<file path="src/rtl/rsa_pkg.sv">
// Shared types and constants for the RSA modular-exponentiation datapath.
// Holds the default operand width, the sequencer state encoding and reference keys.
package rsa_pkg;

  localparam int unsigned BITS_DEFAULT = 128;

  typedef enum logic [3:0] {
    StIdle,
    StCheck,
    StScan,
    StSq,
    StWaitSq,
    StMul,
    StWaitMul,
    StFinish,
    StDrain
  } state_e;

  // Small and 128-bit test keys (N, public E, private D).
  localparam logic [127:0] N16  = 128'd1189;
  localparam logic [127:0] E16  = 128'd3;
  localparam logic [127:0] D16  = 128'd187;
  localparam logic [127:0] N128 = 128'd20769187434139322034329832130609147;
  localparam logic [127:0] E128 = 128'd17;
  localparam logic [127:0] D128 = 128'd18325753618358223281893785584271353;

endpackage

</file>
<file path="src/rtl/modexp_ctrl_if.sv">
// Host-side (GO/M/E/N/RESULT) and multiplier-side (MUL_*) signals of the modexp sequencer.
// master is the sequencer's view; slave is the view of the surrounding stimulus and multiplier.
interface modexp_ctrl_if #(
  parameter int unsigned BITS = rsa_pkg::BITS_DEFAULT
);
  logic            GO;
  logic [BITS-1:0] M;
  logic [BITS-1:0] E;
  logic [BITS-1:0] N;
  logic [BITS-1:0] RESULT;
  logic            DONE;
  logic            BUSY;
  logic            ERR;
  logic            MUL_START;
  logic [BITS-1:0] MUL_A;
  logic [BITS-1:0] MUL_B;
  logic [BITS-1:0] MUL_P;
  logic            MUL_DONE;

  modport master (
    input  GO, M, E, N, MUL_P, MUL_DONE,
    output RESULT, DONE, BUSY, ERR, MUL_START, MUL_A, MUL_B
  );

  modport slave (
    output GO, M, E, N, MUL_P, MUL_DONE,
    input  RESULT, DONE, BUSY, ERR, MUL_START, MUL_A, MUL_B
  );
endinterface

</file>
<file path="src/rtl/modexp_ctrl.sv">
// Left-to-right square-and-multiply sequencer computing M^E mod N through an external
// modular multiplier, one request in flight at a time.
module modexp_ctrl
  import rsa_pkg::*;
#(
  parameter int unsigned BITS = BITS_DEFAULT,
  parameter int unsigned IW   = $clog2(BITS)
) (
  input logic           CLK,
  input logic           RESET_N,
  modexp_ctrl_if.master bus
);

  localparam logic [IW-1:0] IdxMax = IW'(BITS - 1);

  state_e          state_q, state_d;
  logic [BITS-1:0] m_q, m_d;
  logic [BITS-1:0] e_q, e_d;
  logic [BITS-1:0] n_q, n_d;
  logic [BITS-1:0] r_q, r_d;
  logic [IW-1:0]   idx_q, idx_d;
  logic [BITS-1:0] result_q, result_d;
  logic            err_q, err_d;
  logic [BITS-1:0] mul_a_q, mul_a_d;
  logic [BITS-1:0] mul_b_q, mul_b_d;
  logic            outstanding_q, outstanding_d;
  logic            mul_start;

  always_ff @(posedge CLK or negedge RESET_N) begin
    if (!RESET_N) begin
      state_q       <= StIdle;
      m_q           <= '0;
      e_q           <= '0;
      n_q           <= '0;
      r_q           <= '0;
      idx_q         <= '0;
      result_q      <= '0;
      err_q         <= 1'b0;
      mul_a_q       <= '0;
      mul_b_q       <= '0;
      outstanding_q <= 1'b0;
    end else begin
      state_q       <= state_d;
      m_q           <= m_d;
      e_q           <= e_d;
      n_q           <= n_d;
      r_q           <= r_d;
      idx_q         <= idx_d;
      result_q      <= result_d;
      err_q         <= err_d;
      mul_a_q       <= mul_a_d;
      mul_b_q       <= mul_b_d;
      outstanding_q <= outstanding_d;
    end
  end

  always_comb begin
    state_d       = state_q;
    m_d           = m_q;
    e_d           = e_q;
    n_d           = n_q;
    r_d           = r_q;
    idx_d         = idx_q;
    result_d      = result_q;
    err_d         = err_q;
    mul_a_d       = mul_a_q;
    mul_b_d       = mul_b_q;
    outstanding_d = outstanding_q;
    mul_start     = 1'b0;

    unique case (state_q)
      StIdle: begin
        if (bus.GO && !outstanding_q) begin
          m_d     = bus.M;
          e_d     = bus.E;
          n_d     = bus.N;
          err_d   = 1'b0;
          state_d = StCheck;
        end
      end
      StCheck: begin
        if (!bus.GO) begin
          state_d = StIdle;
        end else if (n_q < BITS'(2) || m_q >= n_q) begin
          err_d   = 1'b1;
          r_d     = '0;
          state_d = StFinish;
        end else if (e_q == '0) begin
          r_d     = BITS'(1);
          state_d = StFinish;
        end else begin
          idx_d   = IdxMax;
          state_d = StScan;
        end
      end
      StScan: begin
        if (!bus.GO) begin
          state_d = StIdle;
        end else if (e_q[idx_q]) begin
          // Leading one: R starts at M, skipping the trivial first square/multiply.
          r_d = m_q;
          if (idx_q == '0) begin
            state_d = StFinish;
          end else begin
            idx_d   = idx_q - IW'(1);
            state_d = StSq;
          end
        end else if (idx_q != '0) begin
          idx_d = idx_q - IW'(1);
        end else begin
          state_d = StFinish;
        end
      end
      StSq, StMul: begin
        if (!bus.GO) begin
          state_d = StIdle;
        end else begin
          mul_start = 1'b1;
          state_d   = (state_q == StSq) ? StWaitSq : StWaitMul;
        end
      end
      StWaitSq: begin
        if (!bus.GO) begin
          state_d = bus.MUL_DONE ? StIdle : StDrain;
        end else if (bus.MUL_DONE) begin
          r_d = bus.MUL_P;
          if (e_q[idx_q]) begin
            state_d = StMul;
          end else if (idx_q == '0) begin
            state_d = StFinish;
          end else begin
            idx_d   = idx_q - IW'(1);
            state_d = StSq;
          end
        end
      end
      StWaitMul: begin
        if (!bus.GO) begin
          state_d = bus.MUL_DONE ? StIdle : StDrain;
        end else if (bus.MUL_DONE) begin
          r_d = bus.MUL_P;
          if (idx_q == '0) begin
            state_d = StFinish;
          end else begin
            idx_d   = idx_q - IW'(1);
            state_d = StSq;
          end
        end
      end
      StFinish: begin
        if (!bus.GO) state_d = StIdle;
      end
      StDrain: begin
        if (bus.MUL_DONE) state_d = StIdle;
      end
      default: state_d = StIdle;
    endcase

    // Operands are staged on entry so they are already valid alongside MUL_START.
    if (state_d == StSq) begin
      mul_a_d = r_d;
      mul_b_d = r_d;
    end else if (state_d == StMul) begin
      mul_a_d = r_d;
      mul_b_d = m_q;
    end

    if (state_d == StFinish && state_q != StFinish) result_d = r_d;

    if (mul_start) begin
      outstanding_d = 1'b1;
    end else if (bus.MUL_DONE) begin
      outstanding_d = 1'b0;
    end
  end

  assign bus.MUL_START = mul_start;
  assign bus.MUL_A     = mul_a_q;
  assign bus.MUL_B     = mul_b_q;
  assign bus.RESULT    = result_q;
  assign bus.ERR       = err_q;
  assign bus.DONE      = (state_q == StFinish);
  assign bus.BUSY      = (state_q != StIdle) && (state_q != StFinish);

endmodule

</file>
<file path="src/flat_wrapper.sv">
// flat-port wrapper written by rule: the top's interface ports become plain ports
module modexp_ctrl_flat import rsa_pkg::*;
#(
  parameter int unsigned BITS = BITS_DEFAULT,
  parameter int unsigned IW   = $clog2(BITS)
)
  (CLK, RESET_N, bus_GO, bus_M, bus_E, bus_N, bus_MUL_P, bus_MUL_DONE, bus_RESULT, bus_DONE, bus_BUSY, bus_ERR, bus_MUL_START, bus_MUL_A, bus_MUL_B);
  modexp_ctrl_if #(.BITS(BITS)) bus_i ();
  input logic CLK;
  input logic RESET_N;
  input wire logic [$bits(bus_i.GO)-1:0] bus_GO;
  input wire logic [$bits(bus_i.M)-1:0] bus_M;
  input wire logic [$bits(bus_i.E)-1:0] bus_E;
  input wire logic [$bits(bus_i.N)-1:0] bus_N;
  input wire logic [$bits(bus_i.MUL_P)-1:0] bus_MUL_P;
  input wire logic [$bits(bus_i.MUL_DONE)-1:0] bus_MUL_DONE;
  output wire logic [$bits(bus_i.RESULT)-1:0] bus_RESULT;
  output wire logic [$bits(bus_i.DONE)-1:0] bus_DONE;
  output wire logic [$bits(bus_i.BUSY)-1:0] bus_BUSY;
  output wire logic [$bits(bus_i.ERR)-1:0] bus_ERR;
  output wire logic [$bits(bus_i.MUL_START)-1:0] bus_MUL_START;
  output wire logic [$bits(bus_i.MUL_A)-1:0] bus_MUL_A;
  output wire logic [$bits(bus_i.MUL_B)-1:0] bus_MUL_B;
  assign bus_i.GO = bus_GO;
  assign bus_i.M = bus_M;
  assign bus_i.E = bus_E;
  assign bus_i.N = bus_N;
  assign bus_i.MUL_P = bus_MUL_P;
  assign bus_i.MUL_DONE = bus_MUL_DONE;
  assign bus_RESULT = bus_i.RESULT;
  assign bus_DONE = bus_i.DONE;
  assign bus_BUSY = bus_i.BUSY;
  assign bus_ERR = bus_i.ERR;
  assign bus_MUL_START = bus_i.MUL_START;
  assign bus_MUL_A = bus_i.MUL_A;
  assign bus_MUL_B = bus_i.MUL_B;
  modexp_ctrl #(.BITS(BITS), .IW(IW)) u_core (.CLK(CLK), .RESET_N(RESET_N), .bus(bus_i));
endmodule
</file>
<file path="config.mk">
export PLATFORM = sky130hd
export DESIGN_NAME = modexp_ctrl_flat
export DESIGN_NICKNAME = d
export VERILOG_FILES = /design/src/rtl/rsa_pkg.sv /design/src/rtl/modexp_ctrl_if.sv /design/src/rtl/modexp_ctrl.sv /design/src/flat_wrapper.sv
export SDC_FILE = /design/constraint.sdc
export NUM_CORES = 2
export LEC_CHECK = 0
export ABC_AREA = 1
export CAP_MARGIN = 10
export CORE_MARGIN = 10
export CORE_UTILIZATION = 45
export DETAILED_ROUTE_END_ITERATION = 12
export PLACE_DENSITY_LB_ADDON = 0.05
export SYNTH_ARGS = -nofsm -noshare
export SYNTH_HDL_FRONTEND = slang
export SYNTH_SLANG_ARGS = --single-unit
</file>
<file path="constraint.sdc">
create_clock -name CLK -period 3.35 [get_ports CLK]
set_input_delay 0.5025 -clock CLK [delete_from_list [all_inputs] [get_ports CLK]]
set_output_delay 0.5025 -clock CLK [all_outputs]
set_load 0.03 [all_outputs]
</file>
==> flow_metrics.env <==
export IMPL_regArea_mm2=0.0227
export IMPL_drtPass1Iterations=8
export IMPL_synth_area_leaders="dfrtp_1 (47%), nand2_1 (16%), nand3_1 (7.7%)"
export IMPL_hpwl_mm=148
export IMPL_insertion_delay_ns=0.71
export IMPL_core_area_mm2=0.107
export IMPL_start_kind="flip-flop"
export IMPL_initial_core_util_pct=45.3
export IMPL_hold_path_class="in2reg"
export IMPL_report_final_hold_viol_count=0
export IMPL_cpMostUsedCell="nand2_1"
export IMPL_crit_chain="inv_1 > ha_1 > nand2_1 > nor2_2 > nand2_1 > nor3_2 > buf_4 > nand4_1 > buf_6 > a21oi_2 > nor2_2 > nand3_4 > nand2_4 > buf_6 > nand3_2 > nand2_2 > nor2_4 > buf_12 > buf_16 > buf_12 > nand2_1 > nand3_1 > nand2_1"
export IMPL_io_pins=904
export IMPL_routedWlPerCell_um=23.2
export IMPL_gp_congestion=0.904
export IMPL_num_rows=120
export IMPL_track_usage_pct=32.9
export IMPL_yosys_area_top_type="dfrtp_1"
export IMPL_status="finished clean"
export IMPL_setup_worst_path_class="reg2reg"
export IMPL_ys_warn_count=0
export IMPL_worstPathArrival_ns=3.84
export IMPL_ctsRootBufferMaster="clkbuf_16"
export IMPL_ys_types=40
export IMPL_die_area_mm2=0.121
export IMPL_pwr_density_cell_mw_per_mm2=1140
export IMPL_cts_tree="done"
export IMPL_numCtsBuffers=103
export IMPL_route_top_layer_used="met5"
export IMPL_p_switching_uw=36300
export IMPL_grt_start_max_net_pins=201
export IMPL_met1_length_mm=81.5
export IMPL_antenna_found_initial=49
export IMPL_multiInputGateArea_mm2=0.0213
export IMPL_drv_cap=0
export IMPL_grt_pass1_vias=48200
export IMPL_comb_power_share_pct=57.6
export IMPL_cp_max_fo=5
export IMPL_nets=8143
export IMPL_drv_slew=0
export IMPL_syn_inst=6618
export IMPL_fillers=9654
export IMPL_crit_slowest_cell="dfrtp_1"
export IMPL_endpoint_kind="flip-flop"
export IMPL_p_sw_share_pct=48.6
export IMPL_fin_crit_ns=3.25
export IMPL_slowest_delay_ns=0.35
export IMPL_met3WireLength_mm=20.8
export IMPL_synth_area_mm2=0.0485
export IMPL_avgSynthCellArea_um2=7.33
export IMPL_internal_power_uw=38300
export IMPL_grt_pass1_wl_mm=307
export IMPL_syn_to_final_growth_pct=34.8
export IMPL_worst_pin_slew_ns=0.986
export IMPL_synth_edf_count=0
export IMPL_p_leak_uw=0.0325
export IMPL_setup_viol_count_final=0
export IMPL_viasPerCell=5.49
export IMPL_drc=0
export IMPL_pre_cts_slack_ns=-0.159
export IMPL_cts_buffer_depth=3
export IMPL_yosys_register_bits=909
export IMPL_hold_slack_ns=0.350
export IMPL_clk_pin_slew_ns=0.06
export IMPL_grt_overflow=0
export IMPL_layout_drive_gt1_share_pct=7.77
export IMPL_cts_sinks=909
export IMPL_max_freq_mhz=308
export IMPL_dr_wl_met2_mm=95.0
export IMPL_crit_required_ns=3.94
export IMPL_irDropWorstVdd_uv=899
export IMPL_die_y_um=348
export IMPL_vias=49500
export IMPL_clock_skew_ns=0.0254
export IMPL_die_w_um=348
export IMPL_async_flop_share_pct=100
export IMPL_pwr_share_clk_pct=16.2
export IMPL_seq_area_frac_synth_pct=46.9
export IMPL_ant_nets=0
export IMPL_htreeDepth=3
export IMPL_wl_mm=210
export IMPL_max_slew_margin_pct=34.3
export IMPL_io_buffer_count=903
export IMPL_rsz0062_at_grt="true"
export IMPL_seqPwrFrac_pct=26.3
export IMPL_min_period_over_period_pct=97.1
export IMPL_power_uw=74600
export IMPL_yosysTopAreaCellShare_pct=46.9
export IMPL_drtIter0Drc=4944
export IMPL_layout_setup_ws_ns=0.0987
export IMPL_synth_main_ff_cell="dfrtp_1"
export IMPL_synth_nets=7263
==> final timing paths <==
path	start	to	slack, ns	depth (start not counted)
worst max register to register	u_core.n_q[119]	u_core.bus.MUL_B[29]	0.1	23
min in group asynchronous	RESET_N	u_core.e_q[59]	0.38	2
worst max-delay path	u_core.n_q[119]	u_core.bus.MUL_B[29]	0.1	23
worst min register to register	u_core.bus.RESULT[90]	u_core.bus.RESULT[90]	0.50	2
worst min-delay path	bus_GO	u_core.outstanding_q	0.35	3
max in group asynchronous	RESET_N	u_core.bus.RESULT[66]	1.85	3
==> routing by layer <==
metal / vias to the layer above / global-route usage, %
met1: 23700 / 41.3
li1: 22900 / -
met4: 28 / 18.5
met2: 2429 / 50.9
met3: 476 / 8.94
met5: - / 0
==> kinds of logic (layout without fill, tap and decap cells) <==
family          Yosys count  in the layout  synth area share (%)
compound gates          964            964                  10.2
xor+xnor                  5              5                0.0902
fa+ha+maj               129            129                  3.33
buf+inv                1241           2203                  10.3
flops                   909            909                  46.9
mux                       8              8                 0.186
other cells               0             34                     0
simple gates           3362           3362                  29.0
==> through the flow <==
step,utilization (%),std cells,area [um^2],TNS (ns)
2_1_floorplan,-,6618,48500,0
5_1_grt,61.1,9013,65400,-5.52
4_1_cts,60.1,8954,64400,0
3_3_place_gp,56.6,8760,60600,-10.67
6_report,61.1,9017,65400,0
3_5_place_dp,56.6,8760,60600,-15.11
==> layout make-up <==
class | instances | area share, %
repair buffers | 1206 | 19.7
clock inverters | 43 | 0.842
well taps | 1403 | 2.68
flip-flops and latches | 909 | 34.8
multi-input cells | 4468 | 32.6
diodes | 34 | 0.130
inverters | 810 | 4.66
clock buffers | 144 | 4.58
==> worst max-delay path: cells and delay by family (launching register included) <==
kind                       cells  cell delay (ns)
and+or+nand+nor               14             1.37
adders and majority gates      1             0.28
DFF                            1             0.35
AOI/OAI and AO/OA              1             0.12
buffers and inverters          7             1.00
==> cell usage after synthesis, types with 2 or more instances <==
| cell type | count |
|---|---|
| o21ai_0 | 723 |
| nand4_1 | 176 |
| nor3_1 | 12 |
| nor2_1 | 296 |
| o211ai_1 | 30 |
| a21boi_1 | 2 |
| xor2_1 | 5 |
| ha_1 | 129 |
| nor4_1 | 12 |
| mux2_2 | 8 |
| nand2_1 | 2110 |
| buf_2 | 100 |
| nand2_2 | 3 |
| buf_1 | 23 |
| clkbuf_1 | 261 |
| nor2_4 | 2 |
| nor2_2 | 3 |
| a31oi_1 | 2 |
| nand3_1 | 743 |
| a21oi_1 | 189 |
| o21a_1 | 5 |
| dfrtp_1 | 909 |
| buf_4 | 34 |
| a21o_1 | 5 |
| buf_6 | 12 |
| inv_1 | 802 |
| inv_2 | 3 |
| o21ai_1 | 4 |
| clkinv_1 | 4 |
==> power by group through the flow <==
stage          clock network [uW]  logic, uW  registers, uW
5_1_grt                     12600      46900          20100
6_report                    12100      42900          19600
4_1_cts                     12200      41700          19400
3_5_place_dp                    0      41300          19500
2_1_floorplan                   0      20700          22600
3_3_place_gp                    0      40700          19500
==> repair_timing <==
| item | 4_1_cts | 5_1_grt |
|---|---|---|
| pin swaps | 7 | 26 |
| gates cloned | 2 | 17 |
| endpoints found under the hold margin | 41 | 0 |
| setup endpoints to repair | 294 | 389 |
| resized for setup | 21 | 90 |
| hold buffers | 1 | 0 |
| setup buffers | 4 | 12 |
==> placed cells by master, fill, tap and decap left out, types with 9 or more instances in the layout <==
cell type        netlist  final
buf_4                 34    174
clkbuf_1             261     17
inv_1                802    789
nor4_1                12     10
nor2_4                 2      9
clkdlybuf4s50_1        0    898
nand2_1             2110   2091
nand2_2                3     14
clkbuf_8               0     23
a21oi_1              189    178
ha_1                 129    113
nor2_1               296    281
bufinv_16              0     12
clkbuf_16              0    119
nand3_1              743    736
a21oi_2                1     11
dfrtp_1              909    908
ha_4                   0     16
clkinv_2               0     20
diode_2                0     34
buf_12                 0     90
buf_6                 12     19
o211ai_1              30     30
o21ai_0              723    721
nand4_1              176    176
inv_2                  3     16
nor2_2                 3     11
==> flip-flops by register name, indices dropped and copies added (netlist names) <==
register / cells
u_core.r_q: 128
u_core.idx_q: 7
u_core.n_q: 128
u_core.bus.MUL_B: 128
u_core.e_q: 128
u_core.state_q: 4
u_core.m_q: 128
u_core.outstanding_q: 1
u_core.bus.RESULT: 128
u_core.bus.MUL_A: 128
u_core.bus.ERR: 1
Note: power is estimated with default switching activity, not from simulation.
